===== config.mk =====
export PLATFORM = sky130hd
export DESIGN_NAME = gray_to_bin_stage
export DESIGN_NICKNAME = d
export VERILOG_FILES = /design/src/rtl/gray_pkg.sv /design/src/rtl/gray_skid_buf.sv /design/src/rtl/gray_to_bin_stage.sv
export SDC_FILE = /design/constraint.sdc
export NUM_CORES = 1
export LEC_CHECK = 0
export ABC_AREA = 1
export CAP_MARGIN = 20
export CORE_ASPECT_RATIO = 1.4
export CORE_UTILIZATION = 55
export CTS_CLUSTER_DIAMETER = 50
export DETAILED_ROUTE_END_ITERATION = 8
export PLACE_DENSITY = 0.88
export REMOVE_ABC_BUFFERS = 1
export SYNTH_ARGS = -nofsm -noshare
export SYNTH_HDL_FRONTEND = slang
export SYNTH_SLANG_ARGS = --single-unit

===== constraint.sdc =====
create_clock -name clk -period 2.5 [get_ports clk]
set_input_delay 0.5 -clock clk [delete_from_list [all_inputs] [get_ports clk]]
set_output_delay 0.5 -clock clk [all_outputs]
set_load 0.005 [all_outputs]

===== src/rtl/gray_pkg.sv =====
// Shared types and helpers for the Gray-code decode stage: prefix-XOR decode and bit counting.
package gray_pkg;

  localparam int DEFAULT_W = 4;
  localparam int MAX_W     = 64;

  typedef logic [DEFAULT_W-1:0] gray_word_t;

  // Operands narrower than MAX_W are zero-extended, which leaves the low bits of the decode unchanged.
  function automatic logic [MAX_W-1:0] gray2bin(input logic [MAX_W-1:0] g);
    logic [MAX_W-1:0] b;
    b[MAX_W-1] = g[MAX_W-1];
    for (int i = MAX_W - 2; i >= 0; i--) begin
      b[i] = b[i+1] ^ g[i];
    end
    return b;
  endfunction

  function automatic int unsigned popcount(input logic [MAX_W-1:0] v);
    int unsigned cnt;
    cnt = 0;
    for (int i = 0; i < MAX_W; i++) begin
      cnt = cnt + 32'(v[i]);
    end
    return cnt;
  endfunction

endpackage


===== src/rtl/gray_skid_buf.sv =====
// Two-entry valid/ready skid buffer; the input ready is taken purely from a register.
module gray_skid_buf #(
  parameter int W = 4
) (
  input  logic         clk,
  input  logic         rst_n,
  input  logic [W-1:0] i_inData,
  input  logic         i_inValid,
  output logic         o_inReady,
  output logic [W-1:0] o_outData,
  output logic         o_outValid,
  input  logic         i_outReady
);

  logic [W-1:0] r_mainData;
  logic         r_mainValid;
  logic [W-1:0] r_skidData;
  logic         r_skidValid;
  logic         w_accept;
  logic         w_mainFree;

  assign o_inReady  = !r_skidValid;
  assign o_outData  = r_mainData;
  assign o_outValid = r_mainValid;
  assign w_accept   = i_inValid && !r_skidValid;
  assign w_mainFree = !r_mainValid || i_outReady;

  // The skid only fills while main is stalled, so it always drains into main before new input.
  always_ff @(posedge clk or negedge rst_n) begin
    if (!rst_n) begin
      r_mainData  <= '0;
      r_mainValid <= 1'b0;
      r_skidData  <= '0;
      r_skidValid <= 1'b0;
    end else if (w_mainFree) begin
      if (r_skidValid) begin
        r_mainData  <= r_skidData;
        r_mainValid <= 1'b1;
        r_skidValid <= 1'b0;
      end else if (w_accept) begin
        r_mainData  <= i_inData;
        r_mainValid <= 1'b1;
      end else begin
        r_mainValid <= 1'b0;
      end
    end else if (w_accept) begin
      r_skidData  <= i_inData;
      r_skidValid <= 1'b1;
    end
  end

endmodule


===== src/rtl/gray_to_bin_stage.sv =====
// Decodes a Gray-coded word stream to binary through a skid buffer and checks the one-bit step rule.
module gray_to_bin_stage
  import gray_pkg::*;
#(
  parameter int W            = DEFAULT_W,
  parameter int CW           = 8,
  parameter int ALLOW_REPEAT = 1
) (
  input  logic          clk,
  input  logic          rst_n,
  input  logic [W-1:0]  g_in,
  input  logic          in_valid,
  output logic          in_ready,
  output logic [W-1:0]  b_out,
  output logic          out_valid,
  input  logic          out_ready,
  output logic          step_err,
  output logic [CW-1:0] err_cnt,
  input  logic          clr_err
);

  logic [W-1:0]  w_bin;
  logic          w_accept;
  int unsigned   w_dist;
  logic          w_bad;
  logic [W-1:0]  r_prevG;
  logic          r_havePrev;
  logic          r_stepErr;
  logic [CW-1:0] r_errCnt;

  assign w_bin    = W'(gray2bin(MAX_W'(g_in)));
  assign w_accept = in_valid && in_ready;
  assign w_dist   = popcount(MAX_W'(g_in ^ r_prevG));
  assign w_bad    = w_accept && r_havePrev &&
                    ((w_dist > 1) || ((w_dist == 0) && (ALLOW_REPEAT == 0)));
  assign step_err = r_stepErr;
  assign err_cnt  = r_errCnt;

  gray_skid_buf #(.W(W)) u_skid (
    .clk       (clk),
    .rst_n     (rst_n),
    .i_inData  (w_bin),
    .i_inValid (in_valid),
    .o_inReady (in_ready),
    .o_outData (b_out),
    .o_outValid(out_valid),
    .i_outReady(out_ready)
  );

  always_ff @(posedge clk or negedge rst_n) begin
    if (!rst_n) begin
      r_prevG    <= '0;
      r_havePrev <= 1'b0;
    end else if (w_accept) begin
      r_prevG    <= g_in;
      r_havePrev <= 1'b1;
    end
  end

  // A clear discards the old history but still records an error arriving in the same cycle.
  always_ff @(posedge clk or negedge rst_n) begin
    if (!rst_n) begin
      r_stepErr <= 1'b0;
      r_errCnt  <= '0;
    end else if (clr_err) begin
      r_stepErr <= w_bad;
      r_errCnt  <= w_bad ? CW'(1) : '0;
    end else if (w_bad) begin
      r_stepErr <= 1'b1;
      if (r_errCnt != {CW{1'b1}}) begin
        r_errCnt <= r_errCnt + CW'(1);
      end
    end
  end

endmodule


==> impl_results.md <==
* Gate Count Post-Synth at 170
* Finish-stage setup viols at 0
* Die Y at 60.5 um
* Sequential share of the synthesized area at 44.7%
* CP max FO at 9
* P&R area growth vs syn at 21.5%
* DRC viols at 2
* Sw Ratio at 32.1%
* RSZ-0062 raised after global routing: no
* Min cycle time layout at 2050 ps
* Leak at 0.799 nW
* CORE AREA at 0.00225 mm2
* Largest net degree at the start of global routing at 25
* Status: complete, but fails checks
* Worst hold slack at 513 ps
* Top sig layer: met4
* Met2 Wirelength at 1620 um
* FILL cells at 177
* First-pass DRT Iterations at 6
* Main combinational cell family by area after synthesis: simple AND/OR/NAND/NOR gates
* Drt wl/cell at 13.5 um
* Internal power at 0.681 mW
* Crit path largest cell delay at 550 ps
* Logic gate share of total power at 30.0%
* Fin Setup TNS at 0 ps
* Final hold violations at 0
* Seq cells post-synth at 24
* Clock network fraction of total power at 20.6%
* Mux cell area share after synthesis at 0%
* Die Area at 0.00265 mm2
* CTS H-tree lvls at 1
* Worst-Margin Slew at 334 ps
* Number of setup buffers added after CTS at 0
* Worst path bufs/invs at 2
* Worst setup EP type: register
* I/O pin count at 24
* M1 WL at 1120 um
* CTS resizes at 0
* Count of pins over their slew limit at 0
* Reg power frac at 49.4%
* Initial Util at 59.7%
* Maximum Capacitance Violations at 0
* CTS tree: done
* Clk root buf: clkbuf_4
* Gpl congestion at 0.871
* Share of layout cells above drive strength 1 at 9.69%
* Setup crit start kind: input pin
* CP top delay family: buffers and inverters
* Netlist Area Pre-Place at 0.00135 mm2
* Die Wd at 43.8 um
* Routed Wire Length at 2950 um
* HPWL Detailed at 2240 um
* # rows at 20
* Hold/Removal Path Class: register to register
* CP required at 2760 ps
* CTS buffer count at 3
* Arrival @ worst endpoint at 2320 ps
* Global Route Usage Sum at 24.6%
* Max-slew headroom at 77.7%
* Post-route antenna net violation count at 0
* First DRT Iteration DRCs at 49
* Port Buf Inserts at 23
* Layout Skew at 2.79 ps
* Clk buf depth at 2
* Xor/xnor share of the synthesized area at 2.60%
* Ys Warns at 0
* First-pass GRT wire length at 4740 um
* VDD IR max at 0.496 mV
* Initial antenna violation count at 0
* Fmax at 487 MHz
* Crit path cell chain: clkdlybuf4s50_1, xnor2_1, fa_1, inv_1, nand3_1, nand2_4, nand3_4, nand2_4, nand2_1, nand2_1
* Slowest-stage cell, CP: clkdlybuf4s50_1
* Post-Synth Simple-Gate Area at 36.4%
* Via Count at 1,200
* Met3 wire len at 132 um
* Psw at 0.323 mW
* Vias in the first global route at 1,141
* CTS Sinks at 24
* ANT cells at 0
* Failing checks: DRC
* Unique masters post-synth at 29
* Nets at 208
* GRT overflow at 0
* Clk pin slew, worst setup/hold paths at 130 ps
* Synth Area per Inst at 7.91 um2
* CP Class: input pin to register
* Tcrit/Tclk final at 82.1%
* Synthesized-area fraction occupied by adder cells at 2.42%
* Hold-fix buffers, CTS at 0
* PwrDens at 614 mW/mm2
* Routed vias/inst at 5.50
* Worst-Skew Late Latency at 320 ps
* Synth Area in Compound Gates at 6.98%
## cell usage after synthesis
| cell | instances | area share [%] |
|---|---|---|
| nand2_8 | 1 | 1.5 |
| ha_1 | 1 | 0.93 |
| a31oi_1 | 2 | 0.93 |
| nor2_2 | 3 | 1.4 |
| o21ai_0 | 8 | 3.0 |
| inv_4 | 1 | 0.47 |
| nor3_1 | 1 | 0.37 |
| a22o_1 | 1 | 0.65 |
| o21bai_1 | 1 | 0.56 |
| nand2_2 | 1 | 0.47 |
| inv_2 | 2 | 0.56 |
| o21ai_1 | 1 | 0.37 |
| nand3_1 | 19 | 7.1 |
| nand2_1 | 55 | 15 |
| a21oi_1 | 4 | 1.5 |
| nand3_2 | 1 | 0.74 |
| nand2_4 | 2 | 1.7 |
| buf_2 | 1 | 0.37 |
| nand3_4 | 1 | 1.3 |
| xnor2_1 | 3 | 2.0 |
| nor2_4 | 1 | 0.84 |
| xor2_1 | 1 | 0.65 |
| nor2_8 | 1 | 1.5 |
| inv_1 | 18 | 5.0 |
| nor3b_1 | 1 | 0.56 |
| buf_4 | 1 | 0.56 |
| fa_1 | 1 | 1.5 |
| nor2_1 | 13 | 3.6 |
| dfrtp_1 | 24 | 45 |
## cells by family (layout without fill, tap and decap cells)
group | count (synthesis) | count (layout)
compound gates | 17 | 17
xor+xnor | 4 | 4
fa+ha+maj | 2 | 2
buf+inv | 23 | 49
flops | 24 | 24
simple gates | 100 | 100
## metrics by stage
| step | instances | utilization, % | total power [mW] | worst slack, ps | cell area [um2] |
|---|---|---|---|---|---|
| final | 218 | 72.6 | 1.00 | 447 | 1630 |
| after detailed placement | 214 | 70.9 | 0.802 | 114 | 1600 |
| after global routing | 218 | 72.6 | 1.06 | 335 | 1630 |
| after global placement | 214 | 70.9 | 0.786 | 185 | 1600 |
| after floorplan | 168 | - | 0.660 | 743 | 1330 |
| after CTS | 218 | 72.6 | 1.01 | 448 | 1630 |
## final timing paths
check                                                  end                             from  slack (ps)  cells past startpoint
min in group asynchronous           r_havePrev$_DFFE_PN0N_                            rst_n         520                      2
max                                 err_cnt[7]$_DFFE_PN0P_                          g_in[3]         450                     10
min                        u_skid.o_outData[0]$_DFFE_PN0P_  u_skid.o_outData[0]$_DFFE_PN0P_         510                      2
min reg2reg                u_skid.o_outData[0]$_DFFE_PN0P_  u_skid.o_outData[0]$_DFFE_PN0P_         510                      2
max in group asynchronous  u_skid.o_outData[1]$_DFFE_PN0P_                            rst_n        1750                      2
max reg2reg                         err_cnt[7]$_DFFE_PN0P_           r_prevG[3]$_DFFE_PN0N_         700                      9
## worst min-delay path, delay by kind of cell, from the launching register on
kind          cells  cell delay [ps]
flops             1              370
simple gates      2              120
## placed cells by master, fill, tap and decap left out, drive strengths merged
| cell | count |
|---|---|
| a21oi | 4 |
| fa | 1 |
| nand2 | 59 |
| xnor2 | 3 |
| ha | 1 |
| o21ai | 9 |
| clkdlybuf4s50 | 23 |
| inv | 21 |
| a31oi | 2 |
| clkbuf | 4 |
| a22o | 1 |
| o21bai | 1 |
| nor2 | 18 |
| nand3 | 21 |
| dfrtp | 24 |
| buf | 1 |
| nor3b | 1 |
| nor3 | 1 |
| xor2 | 1 |
## flip-flops by register name, summed over array words and instances, names as in the netlist
name / flops
u_skid.o_outValid: 1
err_cnt: 8
u_skid.r_skidData: 4
r_havePrev: 1
u_skid.r_skidValid: 1
step_err: 1
u_skid.o_outData: 4
r_prevG: 4
## power by group through the flow
stage	registers, mW	clock network [mW]	logic [mW]
after floorplan	0.493	0	0.167
after global placement	0.497	0	0.289
after detailed placement	0.502	0	0.299
after CTS	0.495	0.208	0.302
after global routing	0.501	0.224	0.336
final	0.496	0.207	0.301
## metal layers
layer / vias up / track usage, %
li1: 585 / -
met1: 555 / 25.5
met2: 52 / 47.5
met3: 8 / 2.98
met4: 0 / 12.5
met5: - / 0
## layout make-up
class                   instances  area [um2]  area share [%]
clock buffers                   4        36.3            2.22
inverters                      21        81.3            4.98
multi-input cells             123         651            39.8
flip-flops and latches         24         601            36.8
well taps                      22        27.5            1.68
repair buffers                 24         238            14.5
Power figures use the tool's default switching activity.
